==> config.mk <==
export PLATFORM = sky130hd
export DESIGN_NAME = wb_stage
export DESIGN_NICKNAME = d
export VERILOG_FILES = /design/src/rtl/wb_pkg.sv /design/src/rtl/wb_stage_load_extend.sv /design/src/rtl/wb_stage.sv
export SDC_FILE = /design/constraint.sdc
export NUM_CORES = 1
export LEC_CHECK = 0
export CAP_MARGIN = 20
export CORE_MARGIN = 4
export CORE_UTILIZATION = 40
export DETAILED_ROUTE_END_ITERATION = 7
export PLACE_DENSITY = 0.82
export SLEW_MARGIN = 15
export SYNTH_ARGS = -nofsm -noshare
export SYNTH_HDL_FRONTEND = slang
export SYNTH_SLANG_ARGS = --single-unit
==> constraint.sdc <==
create_clock -name clk -period 5.3 [get_ports clk]
set_input_delay 1.325 -clock clk [delete_from_list [all_inputs] [get_ports clk]]
set_output_delay 1.325 -clock clk [all_outputs]
set_load 0.02 [all_outputs]
==> src/rtl/wb_pkg.sv <==
// wb_pkg: shared encodings for the writeback stage.
// Holds wb_sel / ld_size / state enums and the return-address register index.
package wb_pkg;

    typedef enum logic [1:0] {
        WB_ALU  = 2'b00,
        WB_MEM  = 2'b01,
        WB_LINK = 2'b10
    } wb_sel_e;

    typedef enum logic [1:0] {
        LD_WORD = 2'b00,
        LD_HALF = 2'b01,
        LD_BYTE = 2'b10
    } ld_size_e;

    typedef enum logic [1:0] {
        S_IDLE     = 2'b00,
        S_WAIT_MEM = 2'b01,
        S_WRITE    = 2'b10
    } wb_state_e;

    localparam int RA_REG = 31;

endpackage

==> src/rtl/wb_stage_load_extend.sv <==
// load_extend: little-endian byte/half/word extraction with sign/zero extend.
// Ports: mem_rdata, addr[1:0], size, sgn in; result (WIDTH) out.
module load_extend
    import wb_pkg::*;
#(
    parameter int WIDTH = 32
) (
    input  logic [WIDTH-1:0] mem_rdata,
    input  logic [1:0]       addr,
    input  logic [1:0]       size,
    input  logic             sgn,
    output logic [WIDTH-1:0] result
);

    logic [7:0]  b;
    logic [15:0] h;

    always_comb begin
        b = mem_rdata[7:0];
        unique case (addr)
            2'd1:    b = mem_rdata[15:8];
            2'd2:    b = mem_rdata[23:16];
            2'd3:    b = mem_rdata[31:24];
            default: b = mem_rdata[7:0];
        endcase
    end

    assign h = addr[1] ? mem_rdata[31:16] : mem_rdata[15:0];

    always_comb begin
        result = mem_rdata;
        if (size == LD_BYTE)
            result = {{(WIDTH-8){sgn & b[7]}}, b};
        else if (size == LD_HALF)
            result = {{(WIDTH-16){sgn & h[15]}}, h};
    end

endmodule

==> src/rtl/wb_stage.sv <==
// wb_stage: writeback FSM driving the register file write port as a
// one-cycle registered strobe. Inputs: ex_* retiring instruction with
// valid/ready, mem_rvalid/mem_rdata load return. Outputs: regWriteEn,
// RaWriteEn, Rdest, writeData; fwd_* bypass ports when WB_FORWARD_EN.
module wb_stage
    import wb_pkg::*;
#(
    parameter int REGBITS = 5,
    parameter int WIDTH   = 32
) (
    input  logic               clk,
    input  logic               reset,
    input  logic               ex_valid,
    output logic               ex_ready,
    input  logic               ex_reg_write,
    input  logic [1:0]         ex_wb_sel,
    input  logic [1:0]         ex_ld_size,
    input  logic               ex_ld_signed,
    input  logic [REGBITS-1:0] ex_rdest,
    input  logic [WIDTH-1:0]   ex_alu_result,
    input  logic [WIDTH-1:0]   ex_link_addr,
    input  logic               mem_rvalid,
    input  logic [WIDTH-1:0]   mem_rdata,
    output logic               regWriteEn,
    output logic               RaWriteEn,
    output logic [REGBITS-1:0] Rdest,
    output logic [WIDTH-1:0]   writeData
`ifdef WB_FORWARD_EN
    ,
    output logic               fwd_valid,
    output logic [REGBITS-1:0] fwd_rdest,
    output logic [WIDTH-1:0]   fwd_data
`endif
);

    wb_state_e          state, state_nxt;
    logic [REGBITS-1:0] cap_rdest;
    logic [1:0]         cap_size;
    logic               cap_signed;
    logic [1:0]         cap_addr;
    logic               we_nxt, ra_nxt;
    logic [REGBITS-1:0] rdest_nxt;
    logic [WIDTH-1:0]   data_nxt;
    logic [WIDTH-1:0]   ld_data;
    logic               accept, is_mem, is_link;

    assign ex_ready = (state != S_WAIT_MEM);
    assign accept   = ex_valid & ex_ready;
    assign is_mem   = (ex_wb_sel == WB_MEM);
    assign is_link  = (ex_wb_sel == WB_LINK);

    load_extend #(.WIDTH(WIDTH)) u_ext (
        .mem_rdata (mem_rdata),
        .addr      (cap_addr),
        .size      (cap_size),
        .sgn       (cap_signed),
        .result    (ld_data)
    );

    // Data/Rdest default to their current value so they hold
    // whenever no strobe is issued (including suppressed R0 writes).
    always_comb begin
        state_nxt = state;
        we_nxt    = 1'b0;
        ra_nxt    = 1'b0;
        rdest_nxt = Rdest;
        data_nxt  = writeData;
        case (state)
            S_WAIT_MEM: begin
                if (mem_rvalid) begin
                    state_nxt = S_WRITE;
                    if (cap_rdest != '0) begin
                        we_nxt    = 1'b1;
                        rdest_nxt = cap_rdest;
                        data_nxt  = ld_data;
                    end
                end
            end
            default: begin
                state_nxt = S_IDLE;
                if (accept && ex_reg_write) begin
                    unique case (1'b1)
                        is_mem: begin
                            state_nxt = S_WAIT_MEM;
                        end
                        is_link: begin
                            state_nxt = S_WRITE;
                            ra_nxt    = 1'b1;
                            rdest_nxt = REGBITS'(RA_REG);
                            data_nxt  = ex_link_addr;
                        end
                        default: begin
                            state_nxt = S_WRITE;
                            if (ex_rdest != '0) begin
                                we_nxt    = 1'b1;
                                rdest_nxt = ex_rdest;
                                data_nxt  = ex_alu_result;
                            end
                        end
                    endcase
                end
            end
        endcase
    end

    always_ff @(posedge clk or posedge reset) begin
        if (reset) begin
            cap_rdest  <= '0;
            cap_size   <= '0;
            cap_signed <= 1'b0;
            cap_addr   <= '0;
        end else if (accept && ex_reg_write && is_mem) begin
            cap_rdest  <= ex_rdest;
            cap_size   <= ex_ld_size;
            cap_signed <= ex_ld_signed;
            cap_addr   <= ex_alu_result[1:0];
        end
    end

    always_ff @(posedge clk or posedge reset) begin
        if (reset) begin
            state      <= S_IDLE;
            regWriteEn <= 1'b0;
            RaWriteEn  <= 1'b0;
            Rdest      <= '0;
            writeData  <= '0;
        end else begin
            state      <= state_nxt;
            regWriteEn <= we_nxt;
            RaWriteEn  <= ra_nxt;
            Rdest      <= rdest_nxt;
            writeData  <= data_nxt;
        end
    end

`ifdef WB_FORWARD_EN
    assign fwd_valid = (state == S_WRITE) & (regWriteEn | RaWriteEn);
    assign fwd_rdest = Rdest;
    assign fwd_data  = writeData;
`endif

endmodule

# After elaboration in Yosys (flattened, before gate mapping)
# Cells that the tools add are included.
# op_classes
addsub	0
n_shift	0
n_mul	0
n_reduce_logical	8
div_mod_pow	0
n_eq_ne	12
bitwise	3
mux	29
n_lt_le_gt_ge	0
# ops
op	count
$mux W32	7
$pmux W32 S2	1
$mux W5	5
$pmux W8 S3	1
$mux W16	1
$pmux W5 S2	1
$reduce_bool A5 Y1	2
$mux W1	9
$eq A2 B1 Y1 const B	4
$eq A2 B2 Y1 const B	4
$mux W2	4
$reduce_and A5 Y1	1
$ne A2 B1 Y1 const B	2
$ne A2 B2 Y1 const B	2
$and A1 B1 Y1	3
$reduce_bool A3 Y1	1
$logic_and A1 B1 Y1	2
$reduce_bool A2 Y1	1
$reduce_or A2 Y1	1
# totals
romBits	0
mem_count	0
latchBits	0
wordCells	61
mem_bits_rw	0
reg_bits	51
output_inout_bits	40

# Depth between registers and ports, before layout
# Gate-level depths: netlist of run 1.
# depth
depth_word	7
mapped_depth	8
depth_no_buf	6

# By module
# Synthesis of run 1 repeated with hierarchy kept, for this count alone.
# hier_totals
cells_unflattened	404
hier_area_um2	3757.4
# modules_own_cells
mod	area_per_inst_um2	cells_per_inst	n_inst	seq_area_each_um2
wb_stage	2807.7	279	1	1276.2
load_extend	949.7	125	1	0.0

# Least setup slack after synthesis of run 1
# OpenSTA, ideal clock, no wires.
# synth_path
path_type	input -> register
start	input port ex_wb_sel[1]
end	register Rdest[0]
setup_ps	125
n_path_buf	2
stages	7
required_ps	5175
t_arrival_ps	2814
setup_slack_ps	2361
path_cell_list	inv_1 ha_1 a2111oi_4 or2_1 buf_6 buf_6 mux2_4
# synth_between
elab_chain_cells	4
elab_cells_between_ends	8
cone_classes	3 x eq/ne; 3 x mux; 2 x reduce/logical
# synth_lines
item	line	text
start, declared	wb_stage.sv:16	input logic [1:0] ex_wb_sel,
$eq A2 B2 Y1 / $eq A2 B1 Y1 (equally long branches)	wb_stage.sv:50, wb_stage.sv:49	
$pmux W5 S2	wb_stage.sv:82	unique case (1'b1)
$mux W5	wb_stage.sv:81	if (accept && ex_reg_write) begin
$mux W5	wb_stage.sv:68	case (state)
end signal, assigned	wb_stage.sv:131	Rdest <= rdest_nxt;
end, declared	wb_stage.sv:26	output logic [REGBITS-1:0] Rdest,
# Parallel ways exist; a longest one is shown, timed or not. The select of a mux whose other input is x is not followed.
# A chain may end at the register's enable or synchronous reset.

# Worst setup path after layout of run 1
# layout_path
start	input port ex_wb_sel[1]
end	register writeData[2]
# layout_between
elab_chain_cells	4
elab_cells_between_ends	8
cone_classes	3 x eq/ne; 3 x mux; 2 x reduce/logical
# layout_lines
item	line	text
$eq A2 B2 Y1 / $eq A2 B1 Y1 (equally long branches)	wb_stage.sv:50, wb_stage.sv:49	
$pmux W32 S2	wb_stage.sv:82	
$mux W32	wb_stage.sv:81	
$mux W32	wb_stage.sv:68	
end signal, assigned	wb_stage.sv:132	writeData <= data_nxt;
end, declared	wb_stage.sv:27	output logic [WIDTH-1:0] writeData
# Parallel ways exist; a longest one is shown, timed or not. The select of a mux whose other input is x is not followed.

==> metrics.txt, run 1 <==
Max-slew headroom=36.7%; CTS H-tree lvls=2; Synth Area in XOR/XNOR=0%; Post-DRT Antenna Nets=0; Post-synth EDFFs=0; yosys warns=0; initial antenna violation count=0; #FFs+latches synth=51; Clock Sinks=51; Switch Pwr=about 0.58 mW; DRT Wirelength=11.4 mm; Hold Crit Start=writeData[12]; Hold WC Path Type=flop to flop; vias in the first global route=~3.5k; TritonRoute pass-1 iters=4; total congestion overflow=0; worst skew pair latency=between 0.3 and 0.4 ns; CP required=approximately 5.5 ns; Pleak=approximately 2 nW; drt initial violations=between 200 and 250; Cell Pwr Density=around 300 mW/mm²; Port Buffers=150; FMAX=between 200 and 300 MHz; CP Launch Type=input pin; Vias=3,505; Worst Hold Path Cells=1; RR Startpoint=state[1]; WHS Endpoint=writeData[12]; fin nets=610; Avg Inst Size Synth=between 9 and 10 µm²; worst setup path startpoint=ex_wb_sel[1]; ANT cells=0; post-CTS sizing=0; Net Sw Frac=~37%; reg2reg path depth=6; max-slew violation count=0; Ports=approximately 150; dpl ws=around 1.2 ns; Final period util=a little over 70%; Yosys cell types=42; mux cell area share after synthesis=21.2%; routed len/inst=18.8 µm; sequential power share=between 30% and 40%; Post-Syn Area=0.00360 mm²; fillers=767; Chip Height=roughly 100 µm; final setup TNS=0 ns; Max VDD drop=~130 µV; Synth Area in Compound Gates=between 20% and 30%; Post-Syn Nets=approximately 490; Global Route Usage Sum=between 20% and 30%; reg2reg setup slack=2.39 ns; Root Buffer=clkbuf_8; post-synthesis adder-cell area fraction=less than 1%; die area=0.0106 mm²; Core ar.=~0.0088 mm²; RSZ-0062 raised after global routing=no; wire length of the first global-routing pass=around 18 mm; clk slew on worst S/H paths=0.10 ns; Pint=~0.98 mW; ys async rst share=100%; gpl congestion=slightly above 0.8; layout cell share with drive strength beyond 1=between 10 and 15%; largest net degree at the start of global routing=52; Synth Instances=between 300 and 400; Layout area overhead=44.7%; minimum clock period=3.77 ns; most common cell after layout, fill and taps aside=clkdlybuf4s50_1; hold bufs inserted after CTS=0; total power draw=roughly 1.6 mW; Worst R2R End=writeData[2]; FP Rows=34; status=finished, final reports clean; # DRC=0; Initial Util=41.1%; Post-CTS Setup Bufs=0; maximum fanout along the worst path=28; number of buffers created by CTS=5; Die W=103 µm; Max clock buf depth=2; largest family of logic cells by synthesized area=compound AO/OA/AOI/OAI gates; final setup margin=approximately 1.5 ns; Max-Cap Viols=0; Final setup viols=0; most frequent cells in the layout=clkdlybuf4s50_1 (150), dfrtp_1 (50), nand2_1 (36); Crit Path Class=input pin to flop; clock skew=0.00800 ns; Clock power frac=14.3%; post-synthesis sequential area ratio=between 30% and 40%; final hold vios=0; CTS tree=yes; Worst setup EP type=flop; crit path DAT=about 4.0 ns; Synth Flop Type=dfrtp_1; routed vias/inst=approximately 5.8; Simple-Gate Fraction of Synth Area=between 10% and 20%; Least-Margin Pin Slew=around 0.95 ns; combinational share of power=roughly 47%; post-DP HPWL=between 8 and 9 mm
[cell families after synthesis]
group                      after synthesis
AOI/OAI and AO/OA                      122
and+or+nand+nor                         94
muxes                                   62
DFF                                     51
buffers and inverters                   41
adders and majority gates                2
[how the worst max path moves through the flow]
| stage | end | slack (ns) | depth (start not counted) |
|---|---|---|---|
| floorplan | Rdest[0] | 2.36 | 7 |
| global placement | writeData[6] | 1.27 | 8 |
| detailed placement | writeData[1] | 1.21 | 8 |
| CTS | writeData[2] | 1.56 | 8 |
| global route | writeData[0] | 1.43 | 8 |
| finish | writeData[2] | 1.53 | 8 |
[worst max-delay path, stage by stage]
cell	delay, ns
clkdlybuf4s50_1	0.48
inv_1	0.05
ha_1	0.23
a2111oi_4	0.32
buf_4	0.34
or2_1	0.53
buf_4	0.32
mux2_2	0.36
[power by group through the flow]
| stage | combinational [mW] | sequential (mW) | clock (mW) |
|---|---|---|---|
| after floorplan | 0.365 | 0.647 | 0 |
| after global placement | 0.709 | 0.609 | 0 |
| after detailed placement | 0.726 | 0.611 | 0 |
| after CTS | 0.729 | 0.605 | 0.229 |
| after global routing | 0.780 | 0.626 | 0.239 |
| final | 0.726 | 0.607 | 0.222 |
[routing by layer]
layer / global-route usage (%) / wire length [µm] / vias to the layer above / share of wire [%]
li1: - / - / 1652 / -
met1: 28.0 / 4690 / 1674 / 41
met2: 34.3 / 5340 / 165 / 47
met3: 5.95 / 1260 / 14 / 11
met4: 5.08 / 131 / 0 / 1.1
met5: 0 / 0 / - / 0
[sequential cells by signal, indices dropped and copies added (netlist names)]
| name | count |
|---|---|
| RaWriteEn | 1 |
| Rdest | 5 |
| cap_addr | 2 |
| cap_rdest | 5 |
| cap_signed | 1 |
| cap_size | 2 |
| regWriteEn | 1 |
| state | 2 |
| writeData | 32 |
[synth_stat cells, drive strengths merged, types with 2 or more instances]
| cell type | n | area, µm² |
|---|---|---|
| dfrtp | 51 | 1280 |
| nand2 | 36 | 135 |
| a21oi | 35 | 175 |
| mux2 | 33 | 387 |
| a211oi | 23 | 173 |
| clkbuf | 23 | 86.3 |
| mux2i | 22 | 220 |
| nand2b | 20 | 125 |
| nand3 | 15 | 75.1 |
| o22a | 15 | 131 |
| buf | 14 | 75.1 |
| o2bb2ai | 10 | 87.6 |
| a31oi | 9 | 56.3 |
| o21ai | 9 | 45.0 |
| a21o | 7 | 52.6 |
| a32oi | 7 | 61.3 |
| mux4 | 7 | 158 |
| nor2b | 6 | 37.5 |
| inv | 4 | 15.0 |
| and2 | 3 | 18.8 |
| nor2 | 3 | 13.8 |
| a31o | 2 | 17.5 |
| ha | 2 | 25.0 |
| nor3b | 2 | 15.0 |
| nor4 | 2 | 18.8 |
[stage by stage]
step / std cells / util, % / hold WS, ns / area (µm²)
2_1_floorplan: 372 / - / 0.490 / 3600
3_3_place_gp: 598 / 58.4 / 0.476 / 5120
3_5_place_dp: 598 / 58.4 / 0.477 / 5120
4_1_cts: 606 / 59.4 / 0.499 / 5200
5_1_grt: 606 / 59.5 / 0.505 / 5210
6_report: 606 / 59.5 / 0.498 / 5210
[cell type report]
class                      count  area (µm²)  area share, %
multi-input combinational    280        2160           41.4
timing repair buffer         155        1540           29.5
sequential                    51        1280           24.5
tap                          108         135           2.59
clock buffer                   6        72.6           1.39
inverter                       4        16.3          0.312
clock inverter                 2        12.5          0.240
Note: power is estimated with default switching activity, not from simulation.
==> run 2, diff against run 1 <==
- CORE_UTILIZATION: 40 -> 39
- PLACE_DENSITY: 0.82 -> 0.83
- clock period: 5.3 -> 3.2 ns (I/O delays scaled with it)
==> run 2 against run 1 <==
Net effect: utilization rose by 0.43 points; sequential power is 58% higher; count of clock-buffer cells in the layout stayed put; worst setup slack lost 1.1 ns; total power is 72% higher; non-clock buffer count up 9; largest cell class unchanged; largest power group unchanged.
==> metrics.txt, run 2 (synthesis gave the netlist of run 1 again) <==
wire length of the first global-routing pass=18.6 mm (+5.6%); final setup TNS=0 ns (unchanged); final hold vios=0 (unchanged); drt initial violations=167 (-26%); Chip Height=104 µm (+1.2%); Max VDD drop=233 µV (+81%); Initial Util=40.7% (-0.40 points); most flop-heavy register=writeData; vias in the first global route=3,644 (+4.7%); Final Util=59.9% (+0.43 points); clk slew on worst S/H paths=0.09 ns (about the same); largest net degree at the start of global routing=39 (-25%); Final period util=86.8%; CP required=2.40 ns (-3.10 ns); gpl congestion=0.878 (+6.1%); RR Startpoint=state[1]; Cell Pwr Density=505 mW/mm² (+69%); status=finished, final reports clean; hold bufs inserted after CTS=0 (unchanged); Max-Cap Viols=0 (unchanged); worst setup path startpoint=state[1]; layout cell share with drive strength beyond 1=13.6% (+0.99 points); minimum clock period=about 2.8 ns; Crit Path Class=flop to output pin; crit path DAT=1.98 ns (-1.99 ns); number of buffers created by CTS=5 (unchanged); # DRC=0 (unchanged); FP Rows=34 (unchanged); CTS H-tree lvls=2 (unchanged); Hold WC Path Type=flop to flop; Worst R2R End=writeData[31]; Global Route Usage Sum=20.9% (-0.21 points); Clock Sinks=51 (unchanged); most common cell after layout, fill and taps aside=clkdlybuf4s50_1; worst skew pair latency=0.30 ns (about the same); total congestion overflow=0 (unchanged); post-CTS sizing=0 (unchanged); Die W=104 µm (+1.2%); Worst setup EP type=output pin; final setup margin=0.421 ns (-1.11 ns); die area=0.0108 mm² (+2.4%); Area after DPL=0.00520 mm² (+1.6%); Top Registers=writeData: 32 flops, Rdest: 5 flops, cap_rdest: 5 flops; total power draw=2.68 mW (+72%); Root Buffer=clkbuf_8; # placed instances=607 (+1.5%); CTS tree=yes; Critical Path Sink=ex_ready; initial antenna violation count=0 (unchanged); CP Launch Type=flop; max-slew violation count=0 (unchanged); Vias=3,561 (+1.6%); most frequent cells in the layout=clkdlybuf4s50_1 (150), dfrtp_1 (51), nand2_1 (36); Largest register FFs=32 (unchanged); Least-Margin Pin Slew=0.763 ns (-0.186 ns); ANT cells=0 (unchanged); clock skew=0.00742 ns (-0.000572 ns); routed vias/inst=5.80 (+0.27%); Max-slew headroom=49.0% (+12 points); Ports=151 (unchanged); Port Buffers=150 (unchanged); routed len/inst=18.8 µm (about the same); Final Cell Area=0.00530 mm² (+1.7%); Final setup viols=0 (unchanged); reg2reg setup slack=0.77 ns (-1.62 ns); post-DP HPWL=9.03 mm (+3.7%); TritonRoute pass-1 iters=4 (unchanged); DRT Wirelength=11.6 mm (+1.3%); Post-DRT Antenna Nets=0 (unchanged); Layout area overhead=47.1%; fin nets=619 (+1.5%); FMAX=~360 MHz; Max clock buf depth=2 (unchanged); Post-CTS Setup Bufs=0 (unchanged); worst hold slack=0.504 ns (+0.00540 ns); dpl ws=0.424 ns (-0.786 ns); Core ar.=0.00885 mm² (+0.97%); RSZ-0062 raised after global routing=no; reg2reg path depth=6 (unchanged); Cell Count, Final, Fillers Out=614 (+1.3%); maximum fanout along the worst path=10 (-64%); Pleak=2.02 nW (+3.0%)
## run 2: metal layers
| metal | vias up | routed length [µm] | GRT usage, % |
|---|---|---|---|
| li1 | 1663 | - | - |
| met1 | 1694 | 4840 | 26.6 |
| met2 | 183 | 5290 | 34.0 |
| met3 | 21 | 1200 | 7.20 |
| met4 | 0 | 238 | 5.51 |
| met5 | - | 0 | 0 |
## run 2: worst min path at each step
stage                     slack [ns]  depth (start not counted)          start             to
after floorplan                 0.49                          1   cap_rdest[1]   cap_rdest[1]
after global placement          0.47                          1  writeData[10]  writeData[10]
after detailed placement        0.48                          1  writeData[14]  writeData[14]
after CTS                       0.50                          1  writeData[14]  writeData[14]
after global routing            0.52                          1  writeData[14]  writeData[14]
final                           0.50                          1  writeData[14]  writeData[14]
## run 2: critical path: stages, from the launching register on
cell and delay, ns:
dfrtp_1 0.37, nor2b_1 0.59, inv_1 0.13, clkdlybuf4s50_1 0.58
## run 2: final cells by class
class                      instances  area [µm²]
multi-input combinational        280        2150
clock buffer                       6        72.6
fill                             786        3550
sequential                        51        1280
clock inverter                     1        30.0
inverter                           4        15.0
timing repair buffer             164        1620
tap                              108         135
## run 2: report_power, final
group          total (mW)  switching [mW]  internal (mW)
logic                1.28           0.598          0.682
clock network       0.435           0.206          0.230
registers           0.962           0.154          0.808
==> patch (flow settings as in run 2) <==
The parameter `REGBITS` goes from 5 to 10.
--- a/src/rtl/wb_stage.sv
+++ b/src/rtl/wb_stage.sv
@@ -6,5 +6,5 @@
     import wb_pkg::*;
 #(
-    parameter int REGBITS = 5,
+    parameter int REGBITS = 10,
     parameter int WIDTH   = 32
 ) (
Interface: changed (resized Rdest and ex_rdest); port bits go from 151 to 161. No check against the original RTL was run, so the function may have changed too.
==> patch against run 2 <==
Area after synthesis rose by 13%; routed wire length rose by 9.1%; global-route usage fell by 0.55 points; sequential power rose by 25%; setup slack improved by 0.022 ns; clock skew rose by 0.0032 ns; sequential cell count rose by 10; cell area rose by 12%; power rose by 29%; largest power group unchanged.
==> patch: results (changes against run 2) <==
Run status
  • Status: finished clean

Route
  • Final WL: 12620 um (+9.1%)
  • DR vias: 3686 (+3.5%)
  • Iteration-0 DRC count of the detailed router: 122 (-27%)
  • Highest Signal Layer: met4
  • Met2 Routed Length: 6279 um (+19%)
  • Met3 Wirelength: 1147 um (-4.7%)
  • Post-Route M1 WL: 4976 um (+2.8%)

Critical path
  • Worst Setup SP: ex_rdest[0]
  • CP max stage delay: 0.43 ns (-0.16 ns)
  • Reg-to-Reg Start: state[0]
  • Crit-path slowest cell: clkdlybuf4s50_1
  • Cell family contributing the most delay on the critical path: simple AND/OR/NAND/NOR gates
  • Critical path peak fanout: 42 (+32)
  • WP data arrival: 2.97 ns (+0.99 ns)

Place
  • Pre-CTS WS: 0.08695 ns (-0.3374 ns)
  • Inst Count DP: 662 (+9.1%)
  • Dpl cell area: 0.005751 mm2 (+11%)
  • I/O Buffers: 160 (+6.7%)
  • Gp weighted congestion: 0.8407 (-4.3%)
  • Detailed Place HPWL: 9480 um (+5.0%)

Finish
  • Non-filler instance count after layout: 678 (+10%)
  • ANT cells: 0 (unchanged)
  • Register Area: 0.001526 mm2 (+20%)
  • Fillers: 841 (+7.0%)
  • Share of cells above drive strength 1: 0.1560 (+0.01960)
  • Final Net Count: 658 (+6.3%)
  • Largest regs: writeData (32), Rdest (10), cap_rdest (10)

Clocking
  • CTS clk-pin slew, worst paths: 0.07 ns (-0.02 ns)
  • Resize count post-CTS: 0 (unchanged)
  • Clock latency on the worst-skew pair: 0.34 ns (+0.04 ns)
  • H-tree depth: 3 (+1)
  • Cts bufs inserted: 9 (+4)
  • Post-CTS Setup Bufs: 0 (unchanged)

Logic synthesis
  • Post-synthesis sequential area ratio: 0.3763 (+0.02214)
  • Syn_area_per_cell: 10.27 um2 (+6.0%)
  • Netlist cell types: 45 (+7.1%)
  • Main flop type after synthesis: dfrtp_1
  • Synth top area cells: dfrtp_1, mux2i_1, mux2_4, mux2_2, a21oi_1
  • Synthesized Nets: 513 (+5.8%)
  • Commonest cells in the netlist: dfrtp_1, mux2i_1, mux2_2, a21oi_1

Power and ir drop
  • Leakage: 0.002482 uW (+23%)
  • Worst IR Drop VDD: 0.0003412 V (+47%)

Global routing
  • Maximum number of pins on one net before global-route repair: 45 (+15%)
  • First-pass GRT wire length: 18800 um (+1.3%)
  • Gr usage total: 0.2035 (-0.005516)
  • Vias in the first global route: 3693 (+1.3%)

STA
  • Setup Skew: 0.01066 ns (+0.003236 ns)
  • Max-slew headroom: 0.4366 (-0.05352)
  • Final hold viol count: 0 (unchanged)

Hold path
  • Hold_sp: writeData[9]
patch: cell types whose count changed in the layout (fill, tap and decap cells not counted), sizes merged, moves of 8 or more:
cell                  run 2  this run
buf                      14         6
inv                       4        21
clkdlybuf4s50           150       160
mux2i                    22        46
a211oi                   23         1
a22oi                     0        15
nand2                    36        26
o2bb2ai                  10         0
mux2                     33        58
o22ai                     0         9
o221ai                    0        15
nand2b                   20        11
dfrtp                    51        61
o22a                     15         0
patch: worst paths after layout:
path	endpoint	slack (ns)	cells after the start
max	writeData[31]	0.44	6
min	writeData[9]	0.52	1
max reg2reg	writeData[15]	0.72	6
min reg2reg	writeData[9]	0.52	1
max in group asynchronous	writeData[16]	1.71	3
min in group asynchronous	writeData[3]	0.88	2
patch: area by class of cell:
| type | instances | share of cell area |
|---|---|---|
| Clock buffer | 11 | 0.02205 |
| Tap cell | 133 | 0.02794 |
| Multi-Input combinational cell | 281 | 0.3873 |
| Clock inverter | 5 | 0.01260 |
| Sequential cell | 61 | 0.2562 |
| Timing Repair Buffer | 166 | 0.2806 |
| Inverter | 21 | 0.01323 |
patch: where the power goes:
part | internal [uW] | total, uW | switching, uW
Clock | 435 | 737 | 302
Sequential | 996 | 1200 | 201
Combinational | 836 | 1520 | 680
patch: routing by layer:
metal | track usage | vias up
met5 | 0 | -
li1 | - | 1748
met3 | 0.05591 | 22
met2 | 0.3605 | 162
met1 | 0.2429 | 1754
met4 | 0.05165 | 0
patch: cells by family (layout without fill, tap and decap cells):
logic type	Yosys count	in the layout	share of synthesized area
fa+ha+maj	2	2	0.006168
flops	61	61	0.3763
mux	104	104	0.2986
compound gates	96	96	0.1576
buf+inv	53	203	0.05737
simple gates	79	79	0.1039
